File: src/rtl/regfile_wr_arbiter_pkg.sv
// Shared constants for the register-file write-port arbiter slice.
//   REG_AW / REG_DW : register file address / data widths
//   REG_ZERO        : hard-wired zero register (writes are dropped)
//   NUM_WB_SRC      : writeback sources sharing the port (ALU, load, CSR/misc)
//   idx_w()         : width of a binary index into n requesters
package regfile_wr_arbiter_pkg;

  localparam int REG_AW     = 5;
  localparam int REG_DW     = 32;
  localparam logic [REG_AW-1:0] REG_ZERO = '0;
  localparam int NUM_WB_SRC = 3;

  function automatic int idx_w(input int n);
    return (n > 1) ? $clog2(n) : 1;
  endfunction

endpackage

File: src/rtl/regfile_wr_arbiter_if.sv
// Writeback request bundle: NUM_REQ valid/ready requesters, each carrying a
// destination register and write data.
//   req_valid : requester i has a write pending
//   req_addr  : dest register of requester i, slice [i*AW +: AW]
//   req_data  : write data of requester i, slice [i*DW +: DW]
//   req_ready : one-hot grant back to the requesters
// master = the writeback sources, slave = the arbiter.
interface regfile_wr_arbiter_if
  import regfile_wr_arbiter_pkg::*;
#(
  parameter int NUM_REQ = NUM_WB_SRC,
  parameter int AW      = REG_AW,
  parameter int DW      = REG_DW
);

  logic [NUM_REQ-1:0]    req_valid;
  logic [NUM_REQ*AW-1:0] req_addr;
  logic [NUM_REQ*DW-1:0] req_data;
  logic [NUM_REQ-1:0]    req_ready;

  modport master (output req_valid, req_addr, req_data, input req_ready);
  modport slave  (input req_valid, req_addr, req_data, output req_ready);

endinterface

File: src/rtl/regfile_wr_arbiter_rr_arbiter.sv
// Generic round-robin arbiter with a rotating priority pointer.
//   clk, rst : clock, asynchronous active-high reset (pointer -> 0)
//   req      : request vector
//   update   : when high and a request is granted, the pointer moves to
//              the slot just after the winner
//   gnt      : one-hot grant (combinational)
//   gnt_idx  : binary index of the granted slot (0 when nothing granted)
// Reusable for read-port sharing as well as write-port sharing.
module rr_arbiter
  import regfile_wr_arbiter_pkg::*;
#(
  parameter int  N  = 3,
  localparam int PW = idx_w(N)
) (
  input  logic          clk,
  input  logic          rst,
  input  logic [N-1:0]  req,
  input  logic          update,
  output logic [N-1:0]  gnt,
  output logic [PW-1:0] gnt_idx
);

  logic [PW-1:0] ptr;
  logic          found;

  // Scan offsets 0..N-1 from the pointer; the first valid slot wins.
  // The inner loop compares against every slot so that all indices stay
  // constant after unrolling.
  always_comb begin
    gnt     = '0;
    gnt_idx = '0;
    found   = 1'b0;
    for (int k = 0; k < N; k++) begin
      for (int i = 0; i < N; i++) begin
        if (!found && req[i] && (((int'(ptr) + k) % N) == i)) begin
          found   = 1'b1;
          gnt[i]  = 1'b1;
          gnt_idx = PW'(i);
        end
      end
    end
  end

  always_ff @(posedge clk or posedge rst) begin
    if (rst) begin
      ptr <= '0;
    end else if (update && found) begin
      ptr <= (gnt_idx == PW'(N-1)) ? '0 : gnt_idx + 1'b1;
    end
  end

endmodule

File: src/rtl/regfile_wr_arbiter.sv
// Shares the register file's single write port between NUM_REQ writeback
// sources using round-robin arbitration, and counts contention cycles.
//   clk, rst    : clock, asynchronous active-high reset
//   req         : request bundle (slave side); req_ready is the one-hot grant
//   we3/a3/wd3  : registered write port toward register_file
//   grant_id    : index of the last granted requester (registered)
//   contend_cnt : saturating count of cycles with two or more valid requests
module regfile_wr_arbiter
  import regfile_wr_arbiter_pkg::*;
#(
  parameter int  NUM_REQ = NUM_WB_SRC,
  parameter int  AW      = REG_AW,
  parameter int  DW      = REG_DW,
  parameter int  CNT_W   = 16,
  localparam int PW      = idx_w(NUM_REQ)
) (
  input  logic                clk,
  input  logic                rst,
  regfile_wr_arbiter_if.slave req,
  output logic                we3,
  output logic [AW-1:0]       a3,
  output logic [DW-1:0]       wd3,
  output logic [2:0]          grant_id,
  output logic [CNT_W-1:0]    contend_cnt
);

  logic [NUM_REQ-1:0] gnt;
  logic [PW-1:0]      gnt_idx;
  logic               accept;
  logic [AW-1:0]      sel_addr;
  logic [DW-1:0]      sel_data;

  function automatic logic [CNT_W-1:0] sat_inc(input logic [CNT_W-1:0] c);
    return (&c) ? c : c + 1'b1;
  endfunction

  function automatic logic multi_valid(input logic [NUM_REQ-1:0] v);
    return $countones(v) >= 2;
  endfunction

  rr_arbiter #(.N(NUM_REQ)) u_arb (
    .clk     (clk),
    .rst     (rst),
    .req     (req.req_valid),
    .update  (accept),
    .gnt     (gnt),
    .gnt_idx (gnt_idx)
  );

  assign accept        = |gnt;
  assign req.req_ready = rst ? '0 : gnt;

  // One-hot grant selects the winning requester's address and data.
  always_comb begin
    sel_addr = '0;
    sel_data = '0;
    for (int k = 0; k < NUM_REQ; k++) begin
      if (gnt[k]) begin
        sel_addr = req.req_addr[k*AW +: AW];
        sel_data = req.req_data[k*DW +: DW];
      end
    end
  end

  // ---- grant -> write-port register stage ----
  // A grant to x0 still consumes the slot but never raises the write enable.
  always_ff @(posedge clk or posedge rst) begin
    if (rst) begin
      we3      <= 1'b0;
      a3       <= '0;
      wd3      <= '0;
      grant_id <= '0;
    end else if (accept) begin
      we3      <= (sel_addr != AW'(REG_ZERO));
      a3       <= sel_addr;
      wd3      <= sel_data;
      grant_id <= 3'(gnt_idx);
    end else begin
      we3      <= 1'b0;
    end
  end

  always_ff @(posedge clk or posedge rst) begin
    if (rst) begin
      contend_cnt <= '0;
    end else if (multi_valid(req.req_valid)) begin
      contend_cnt <= sat_inc(contend_cnt);
    end
  end

endmodule

File: src/flat_wrapper.sv
// flat-port wrapper written by rule: the top's interface ports become plain ports
module regfile_wr_arbiter_flat import regfile_wr_arbiter_pkg::*;
#(
  parameter int  NUM_REQ = NUM_WB_SRC,
  parameter int  AW      = REG_AW,
  parameter int  DW      = REG_DW,
  parameter int  CNT_W   = 16,
  localparam int PW      = idx_w(NUM_REQ)
)
  (clk, rst, we3, a3, wd3, grant_id, contend_cnt, req_req_valid, req_req_addr, req_req_data, req_req_ready);
  regfile_wr_arbiter_if #(.NUM_REQ(NUM_REQ), .AW(AW), .DW(DW)) req_i ();
  input  logic clk;
  input  logic rst;
  output logic we3;
  output logic [AW-1:0] a3;
  output logic [DW-1:0] wd3;
  output logic [2:0] grant_id;
  output logic [CNT_W-1:0] contend_cnt;
  input wire logic [$bits(req_i.req_valid)-1:0] req_req_valid;
  input wire logic [$bits(req_i.req_addr)-1:0] req_req_addr;
  input wire logic [$bits(req_i.req_data)-1:0] req_req_data;
  output wire logic [$bits(req_i.req_ready)-1:0] req_req_ready;
  assign req_i.req_valid = req_req_valid;
  assign req_i.req_addr = req_req_addr;
  assign req_i.req_data = req_req_data;
  assign req_req_ready = req_i.req_ready;
  regfile_wr_arbiter #(.NUM_REQ(NUM_REQ), .AW(AW), .DW(DW), .CNT_W(CNT_W)) u_core (.clk(clk), .rst(rst), .req(req_i), .we3(we3), .a3(a3), .wd3(wd3), .grant_id(grant_id), .contend_cnt(contend_cnt));
endmodule
File: config.mk
export PLATFORM = sky130hd
export DESIGN_NAME = regfile_wr_arbiter_flat
export DESIGN_NICKNAME = d
export VERILOG_FILES = /design/src/rtl/regfile_wr_arbiter_pkg.sv /design/src/rtl/regfile_wr_arbiter_if.sv /design/src/rtl/regfile_wr_arbiter_rr_arbiter.sv /design/src/rtl/regfile_wr_arbiter.sv /design/src/flat_wrapper.sv
export SDC_FILE = /design/constraint.sdc
export NUM_CORES = 1
export LEC_CHECK = 0
export BUFFER_PORTS_ARGS = -buffer_cell sky130_fd_sc_hd__buf_2
export CAP_MARGIN = 25
export CORE_ASPECT_RATIO = 1.4
export CORE_MARGIN = 2
export CORE_UTILIZATION = 47
export DETAILED_ROUTE_END_ITERATION = 10
export PLACE_DENSITY = 0.95
export REMOVE_ABC_BUFFERS = 1
export SETUP_SLACK_MARGIN = 0.5
export SLEW_MARGIN = 5
export SYNTH_ARGS = -nofsm -noshare
export SYNTH_HDL_FRONTEND = slang
export SYNTH_SLANG_ARGS = --single-unit
export TNS_END_PERCENT = 1
File: constraint.sdc
create_clock -name clk -period 5.1 [get_ports clk]
set_input_delay 0.255 -clock clk [delete_from_list [all_inputs] [get_ports clk]]
set_output_delay 0.255 -clock clk [all_outputs]
set_load 0.05 [all_outputs]
# Word-level counts from Yosys, hierarchy flattened
# Cells that the tools add are included.
[classes]
add_sub_neg = 6
n_mul = 0
n_div = 3
magnitude_cmp = 1
eq_ne = 7
n_shift = 0
n_mux = 34
bitwise = 1
n_reduce_logical = 33
[ops]
columns = ["cell", "n"]
rows = [
  ["$eq A32 B2 Y1 const B", 3],
  ["$eq A32 B3 Y1 const B", 3],
  ["$logic_not A32 Y1", 3],
  ["$mux W32", 3],
  ["$mod A32 B3 Y32 const B", 2],
  ["$add A32 B1 Y32", 1],
  ["$ge A32 B3 Y1 const B", 1],
  ["$mod A3 B3 Y32 const B", 1],
  ["$mux W1", 19],
  ["$logic_and A1 B1 Y1", 18],
  ["$add A16 B1 Y16 const B", 1],
  ["$mux W2", 8],
  ["$reduce_and A16 Y1", 1],
  ["$mux W5", 3],
  ["$logic_not A1 Y1", 8],
  ["$reduce_bool A5 Y1", 1],
  ["$add A2 B1 Y3 const B", 1],
  ["$add A2 B2 Y3 const B", 1],
  ["$mux W3", 1],
  ["$reduce_or A3 Y1", 1],
  ["$add A1 B1 Y2", 1],
  ["$add A2 B1 Y2 const B", 1],
  ["$eq A2 B2 Y1 const B", 1],
  ["$reduce_and A2 Y1", 1],
  ["$not A1 Y1", 1],
]
[totals]
regBits = 58
latch_bits = 0
mem_bits_rw = 0
rom_bits = 0
output_inout_bits = 60
word_cells = 91
memories = 0

# Logic depth before layout (Yosys ltp)
# Gate-level depths: netlist of the first run.
[logic_depth]
depth_word = 39
depth_mapped = 10

# Hierarchy
# From an unflattened synthesis of the first run, not the netlist that was laid out.
[unflattened]
hier_cells = 292
area_unflattened_um2 = 2970.3
[modules_own_cells]
columns = ["mod", "instances", "cells_per_inst", "area_per_inst_um2"]
rows = [
  ["regfile_wr_arbiter", 1, 265, 2722.6],
  ["rr_arbiter", 1, 27, 247.7],
]

# Worst setup path after synthesis of the first run
# Ideal clock, no wire load.
[synth_timing]
kind = "in2out"
start = "input rst"
end = "output req_req_ready[1]"
t_arrival_ps = 2065
path_slack_ps = 2780
cell_stages = 2
n_path_buf = 0
cell_sequence = "inv_1 > and3_2"
[synth_via]
elab_chain_len = 1
[synth_lines]
columns = ["item", "line", "text"]
rows = [
  ["start: declaration", "flat_wrapper.sv:13", "input logic rst;"],
  ["$mux W3", "regfile_wr_arbiter.sv:51", "assign req.req_ready = rst ? '0 : gnt;"],
  ["end: declaration", "flat_wrapper.sv:22", "output wire logic [$bits(req_i.req_ready)-1:0] req_req_ready;"],
]
# No other way between the ends.

# Final worst setup path of the first run
[layout_timing]
start = "register u_core.u_arb.ptr[1]"
end = "output req_req_ready[0]"
[layout_via]
elab_chain_len = 29
[layout_lines]
columns = ["item", "line", "text"]
rows = [
  ["start: declaration", "regfile_wr_arbiter_rr_arbiter.sv:23", "logic [PW-1:0] ptr;"],
  ["start signal: assignment", "regfile_wr_arbiter_rr_arbiter.sv:48", "ptr <= (gnt_idx == PW'(N-1)) ? '0 : gnt_idx + 1'b1;"],
  ["parallel branches: the longest is 27 deep, another holds $mod A32 B3 Y32", "-", ""],
  ["$mux W1 *", "regfile_wr_arbiter_rr_arbiter.sv:35", "if (!found && req[i] && (((int'(ptr) + k) % N) == i)) begin"],
  ["$mux W3 *", "regfile_wr_arbiter.sv:51", ""],
]
# Mark *: on every way between the ends.

==> reports/metrics.yaml, run 1 <==
power:
  power_frac_comb_pct: 57.6
  switching_power_mw: 1.56
  pwr_density_cell_mw_per_mm2: 740
  intPower_mw: 1.45
  vdd_ir_drop_max_uv: 454
  p_leak_nw: 2.21
  clock_power_share_pct: 16.4
  power.total_mw: 3.01
  switching_share_pct: 51.7
  p_seq_share_pct: 26.0
synth:
  ys.warnings.count: 0
  yosys_register_bits: 58
  synthTopCellsByArea: "dfrtp_1 49%, a222oi_1 11%, nand2_1 10%"
  synth_xor_area_share_pct: 4.13
  synth_top_area_share_pct: 48.9
  postSynthCellCount: 295
  avgSynthCellArea_um2: 10.1
  syn-cell-area_mm2: 0.00297
  synth_top_family_by_area: "simple AND/OR/NAND/NOR gates"
  synthSimpleGateAreaFrac_pct: 20.2
  synth_edf_count: 0
  ys_types: 51
  synth_top_area_cell: "dfrtp_1"
  synth_compound_area_share_pct: 18.8
  async_flop_share_pct: 100
  synth_seq_area_share_pct: 48.9
  synthMuxAreaShare_pct: 0.379
  synthAdderAreaFrac_pct: 1.69
  synth_flop_cell: "dfrtp_1"
global_routing:
  grt_first_pass_wirelength_um: 14400
  track_usage_pct: 26.1
  grt_max_degree: 40
  grt_pass1_vias: 3046
  overflow: 0
  antenna_found_initial: 0
clocking:
  numCtsBuffers: 9
  clockRootBuffer: "clkbuf_8"
  cts_hold_buf: 1
  cts_tree: "done"
  cts.repair.resized: 0
  clock-sinks: 58
  h-tree-depth: 3
  clockBufferDepth: 2
  path_clk_slew_ps: 80
  insertion_delay_ps: 350
  cts_setup_buffers: 0
place:
  numPortBuffers: 174
  place_area_mm2: 0.00383
  routabilityCongestion: 0.969
  dpl.cell_count: 526
  dpl.hpwl_um: 6800
floorplanning:
  io_pins: 176
  die_x_um: 71.2
  dieArea_mm2: 0.00698
  fp.dieH_um: 98.0
  floorplan.initialDensity_pct: 48.1
  core-area_mm2: 0.00617
  placementRows: 34
drt:
  routed_wl_um: 9120
  drtAntennaViolNets: 0
  wire_per_inst_um: 16.8
  avgViaCountPerCell: 5.85
  dr.pass1.iters: 8
  drc: 0
  dr_total_vias: 3177
  drtIter0Drc: 356
final_layout:
  diodes: 0
  seq_area_mm2: 0.00145
  synthToLayoutAreaGrowth_pct: 37.0
  multiInputGateArea_mm2: 0.00137
  fill_cells: 489
  design_area_mm2: 0.00407
  drive_gt1_share_pct: 44.8
  stdcell_count: 543
  final_util_pct: 66.0
  layout.nets: 586
sta:
  rsz0062_at_grt: "false"
  max_freq_mhz: 320
  fin_crit_sh_pct: 61.2
  tightest_slew_ps: 577
  slew_headroom_pct: 61.5
  hold_viol_final: 0
  finalSetupViolations: 0
  fin_crit_ps: 3120
  fin_worst_skew_ps: 12.2
  slew_violations: 0
  fin_setup_tns_ps: 0
run:
  cap_violations: 0
critical_path:
  start_kind: "flip-flop"
  required_ps: 4850
  critPathMaxFanout: 20
  arrival_ps: 2870
  worst-setup-path-type: "flip-flop to primary output"
  r2r_setup_slack_ps: 2650
  crit_path_end_kind: "primary output"
outcome:
  status: "completed"
worst_hold_path:
  hold_class: "primary input to flip-flop"
sequential cells by signal, summed over array words and instances (netlist names):
signal,flops
u_core.contend_cnt,16
u_core.we3,1
u_core.wd3,32
u_core.u_arb.ptr,2
u_core.a3,5
u_core.grant_id,2
worst paths after layout:
path,endpoint,startpoint,cells past startpoint
worst max-delay path,req_req_ready[0],u_core.u_arb.ptr[1],8
worst min-delay path,u_core.wd3[19],req_req_data[19],3
worst max register to register,u_core.we3,u_core.u_arb.ptr[1],7
worst min register to register,u_core.a3[2],u_core.a3[2],1
max in group asynchronous,u_core.wd3[13],rst,4
min in group asynchronous,u_core.we3,rst,3
worst max-delay path, stage by stage (launching register included):
cell and delay (ps):
dfrtp_1 400, inv_1 70, ha_1 350, nor2b_1 290, o211a_1 200, or2_1 480, buf_4 330, and2_1 160
buf_2 260
per-layer routing:
layer / global-route usage, % / part of all wire (%)
met1: 32.0 / 37
met2: 43.7 / 51
met3: 4.33 / 7.2
met4: 13.6 / 4.1
met5: 0 / 0
cells in the mapped netlist (all sizes together), types with 3 or more instances:
| cell | number |
|---|---|
| a21o | 5 |
| a222oi | 33 |
| and2 | 3 |
| and3 | 5 |
| buf | 10 |
| clkbuf | 8 |
| dfrtp | 58 |
| ha | 4 |
| inv | 6 |
| nand2 | 79 |
| nand3 | 6 |
| nand4 | 5 |
| nor2 | 11 |
| nor2b | 3 |
| nor3 | 7 |
| o21ai | 5 |
| or2 | 4 |
| xnor2 | 7 |
| xor2 | 7 |
cell families after synthesis:
family	after synthesis
AND/OR/NAND/NOR	131
AO/OA/AOI/OAI	61
flip-flops	58
buffers and inverters	25
XOR/XNOR	14
adder cells (fa/ha/maj)	4
other	1
multiplexers	1
layout make-up:
type | count | area share (%)
inverters | 6 | 0.554
clock inverters | 4 | 1.81
multi-input cells | 212 | 33.5
repair buffers | 179 | 22.4
well taps | 72 | 2.21
clock buffers | 12 | 3.81
flip-flops and latches | 58 | 35.7
power groups by stage:
stage,sequential (mW),combinational [mW],clock [mW]
2_1_floorplan,1.41,0.649,0
3_3_place_gp,0.779,1.70,0
3_5_place_dp,0.784,1.74,0
4_1_cts,0.781,1.74,0.500
5_1_grt,0.806,1.86,0.518
6_report,0.782,1.73,0.492
metrics by stage:
step	hold WS, ps	setup WS, ps
2_1_floorplan	360	2090
3_3_place_gp	286	2460
3_5_place_dp	301	2330
4_1_cts	84.1	1940
5_1_grt	103	1670
6_report	93.8	1980
layout by cell type (no fill, tap or decap), types with 3 or more instances in the layout:
master,count
buf_2,174
nand2_1,79
dfrtp_1,58
a222oi_1,33
nor2_1,11
clkbuf_8,11
nor3_1,7
xnor2_1,7
xor2_1,7
nand3_1,6
inv_1,5
nand4_1,5
o21ai_0,5
ha_1,4
buf_4,4
nor2b_1,3
a21o_1,3
and3_2,3
(Power assumes the default switching activity.)
==> run 2, diff against run 1 <==
CORE_UTILIZATION = 44   (was 47)
PLACE_DENSITY = 0.91   (was 0.95)
clock period = 3.12 ns   (was 5.1 ns; I/O delays follow)
==> reports/metrics.yaml, run 2 (synthesis results as in run 1) <==
final_layout:
  synthToLayoutAreaGrowth_pct: 36.7  # was 37.0%
  drive_gt1_share_pct: 45.1  # was 44.8%
  stdcell_count: 546  # was 543
  design_area_mm2: 0.00406  # was 0.00407 mm^2
  largest_register_ffs: 32  # unchanged
  regMostFlops: "u_core.wd3"  # unchanged
  layout.nets: 587  # was 586
  diodes: 0  # unchanged
  reg_top3: "u_core.wd3 (32), u_core.contend_cnt (16), u_core.a3 (5)"  # unchanged
  final_common_cell: "buf_2"  # unchanged
  layout_common_cells: "174 x buf_2, 79 x nand2_1, 58 x dfrtp_1, 33 x a222oi_1"  # unchanged
  final_util_pct: 61.8  # was 66.0%
sta:
  hold_viol_final: 0  # unchanged
  finalWorstSetupSlack_ps: 703  # was 1980 ps
  finalSetupViolations: 0  # unchanged
  rsz0062_at_grt: "false"  # unchanged
  max_freq_mhz: 414
  fin_setup_tns_ps: 0  # unchanged
  fin_crit_sh_pct: 77.5
  fin_crit_ps: 2420
  hold_ws_ps: 20.0  # was 93.8 ps
  fin_worst_skew_ps: 9.47  # was 12.2 ps
  slew_headroom_pct: 36.5  # was 61.5%
  tightest_slew_ps: 953  # was 577 ps
  slew_violations: 0  # unchanged
worst_hold_path:
  holdPathStages: 3  # unchanged
  hold_start: "req_req_data[20]"  # was req_req_data[19]
  hold_class: "primary input to flip-flop"  # unchanged
  holdPathEnd: "u_core.wd3[20]"  # was u_core.wd3[19]
critical_path:
  worst-setup-path-type: "flip-flop to primary output"  # unchanged
  rr_worst_depth: 7  # unchanged
  start_kind: "flip-flop"  # unchanged
  required_ps: 2960  # was 4850 ps
  r2r_start: "u_core.u_arb.ptr[0]"  # was u_core.u_arb.ptr[1]
  worst-path-buf-inv: 2  # was 3
  r2r_setup_slack_ps: 720  # was 2650 ps
  r2r_end: "u_core.we3"  # unchanged
  cp_top_family: "simple AND/OR/NAND/NOR gates"  # unchanged
  slowest_stage: "dfrtp_1"  # was or2_1
  critPathMaxFanout: 14  # was 20
  crit_chain: "inv_1, ha_1, nor2b_1, o211a_1, or2_4, and2_1, buf_2"  # was inv_1, ha_1, nor2b_1, o211a_1, or2_1, buf_4, and2_1, buf_2
  crit_path_end_kind: "primary output"  # unchanged
  arrival_ps: 2260  # was 2870 ps
  max_stage_delay_ps: 400  # was 480 ps
floorplanning:
  fp.dieH_um: 101  # was 98.0 um
  dieArea_mm2: 0.00743  # was 0.00698 mm^2
  floorplan.initialDensity_pct: 45.2  # was 48.1%
  core-area_mm2: 0.00657  # was 0.00617 mm^2
  placementRows: 35  # was 34
  die_x_um: 73.4  # was 71.2 um
  io_pins: 176  # unchanged
clocking:
  path_clk_slew_ps: 70  # was 80 ps
  clockBufferDepth: 2  # unchanged
  cts_setup_buffers: 0  # unchanged
  numCtsBuffers: 9  # unchanged
  clockRootBuffer: "clkbuf_8"  # unchanged
  clock-sinks: 58  # unchanged
  h-tree-depth: 3  # unchanged
  insertion_delay_ps: 320  # was 350 ps
  cts_tree: "done"  # unchanged
drt:
  drtAntennaViolNets: 0  # unchanged
  drc: 0  # unchanged
  avgViaCountPerCell: 5.76  # was 5.85
  routed_wl_um: 8940  # was 9120 um
  dr_total_vias: 3146  # was 3,177
  dr.pass1.iters: 10  # was 8
  wire_per_inst_um: 16.4  # was 16.8 um
  drtIter0Drc: 381  # was 356
global_routing:
  grt_pass1_vias: 2862  # was 3,046
  track_usage_pct: 23.1  # was 26.1%
  grt_max_degree: 37  # was 40
  grt_first_pass_wirelength_um: 13300  # was 14,400 um
  antenna_found_initial: 0  # unchanged
  overflow: 0  # unchanged
power:
  power.total_mw: 4.85  # was 3.01 mW
  vdd_ir_drop_max_uv: 914  # was 454 uV
  p_leak_nw: 2.20  # was 2.21 nW
  pwr_density_cell_mw_per_mm2: 1200  # was 740 mW/mm^2
run:
  cap_violations: 0  # unchanged
place:
  dpl.cell_count: 529  # was 526
  dpl.hpwl_um: 6680  # was 6800 um
  place_ws_ps: 700  # was 2330 ps
  routabilityCongestion: 0.896  # was 0.969
  place_area_mm2: 0.00384  # was 0.00383 mm^2
  numPortBuffers: 174  # unchanged
outcome:
  status: "completed"  # unchanged
==> run 2: cell count changes in the layout (fill, tap and decap cells not counted) <==
| cell | before | now |
|---|---|---|
| clkinvlp_4 | 0 | 2 |
| or2_1 | 1 | 0 |
| bufinv_16 | 2 | 1 |
| or2_4 | 1 | 2 |
| buf_4 | 4 | 5 |
| clkinv_4 | 1 | 0 |
==> run 2: worst max-delay path by stage <==
stage	from	end	cells after the start
after global placement	u_core.u_arb.ptr[1]	req_req_ready[0]	7
after CTS	u_core.u_arb.ptr[1]	req_req_ready[0]	7
final	u_core.u_arb.ptr[1]	req_req_ready[0]	7
after detailed placement	u_core.u_arb.ptr[1]	u_core.we3	7
after floorplan	req_req_valid[0]	u_core.wd3[0]	3
after global routing	u_core.u_arb.ptr[1]	req_req_ready[0]	7
==> run 2: layout make-up <==
class,instances,area (um^2)
well taps,74,92.6
repair buffers,180,918
inverters,6,22.5
flip-flops and latches,58,1450
clock inverters,4,50.0
fillers,536,2510
multi-input cells,212,1370
clock buffers,12,155
==> run 2: repair_timing <==
item,CTS,global route
endpoints found under the setup margin,1,1
resized for setup,1,1
pin swaps,0,0
hold endpoints to repair,29,0
hold buffers,1,0
==> run 2: layer usage <==
layer  vias up  global-route usage [%]  part of all wire, %
met3        16                    4.68                  7.7
met4         0                    8.25                  1.5
met2       193                    39.1                   52
met1      1500                    29.3                   38
met5         -                       0                    0
li1       1437                       -                    -
==> run 2: power by group <==
| group | internal (mW) | total [mW] | leakage, nW | switching (mW) |
|---|---|---|---|---|
| registers | 1.08 | 1.28 | 0.714 | 0.199 |
| clock network | 0.412 | 0.709 | 0.0986 | 0.297 |
| logic | 0.822 | 2.86 | 1.38 | 2.04 |
==> run 2: tightest hold or removal path: stages <==
cell     delay (ps)
buf_2            80
nand2_1          40
nand2_1          40
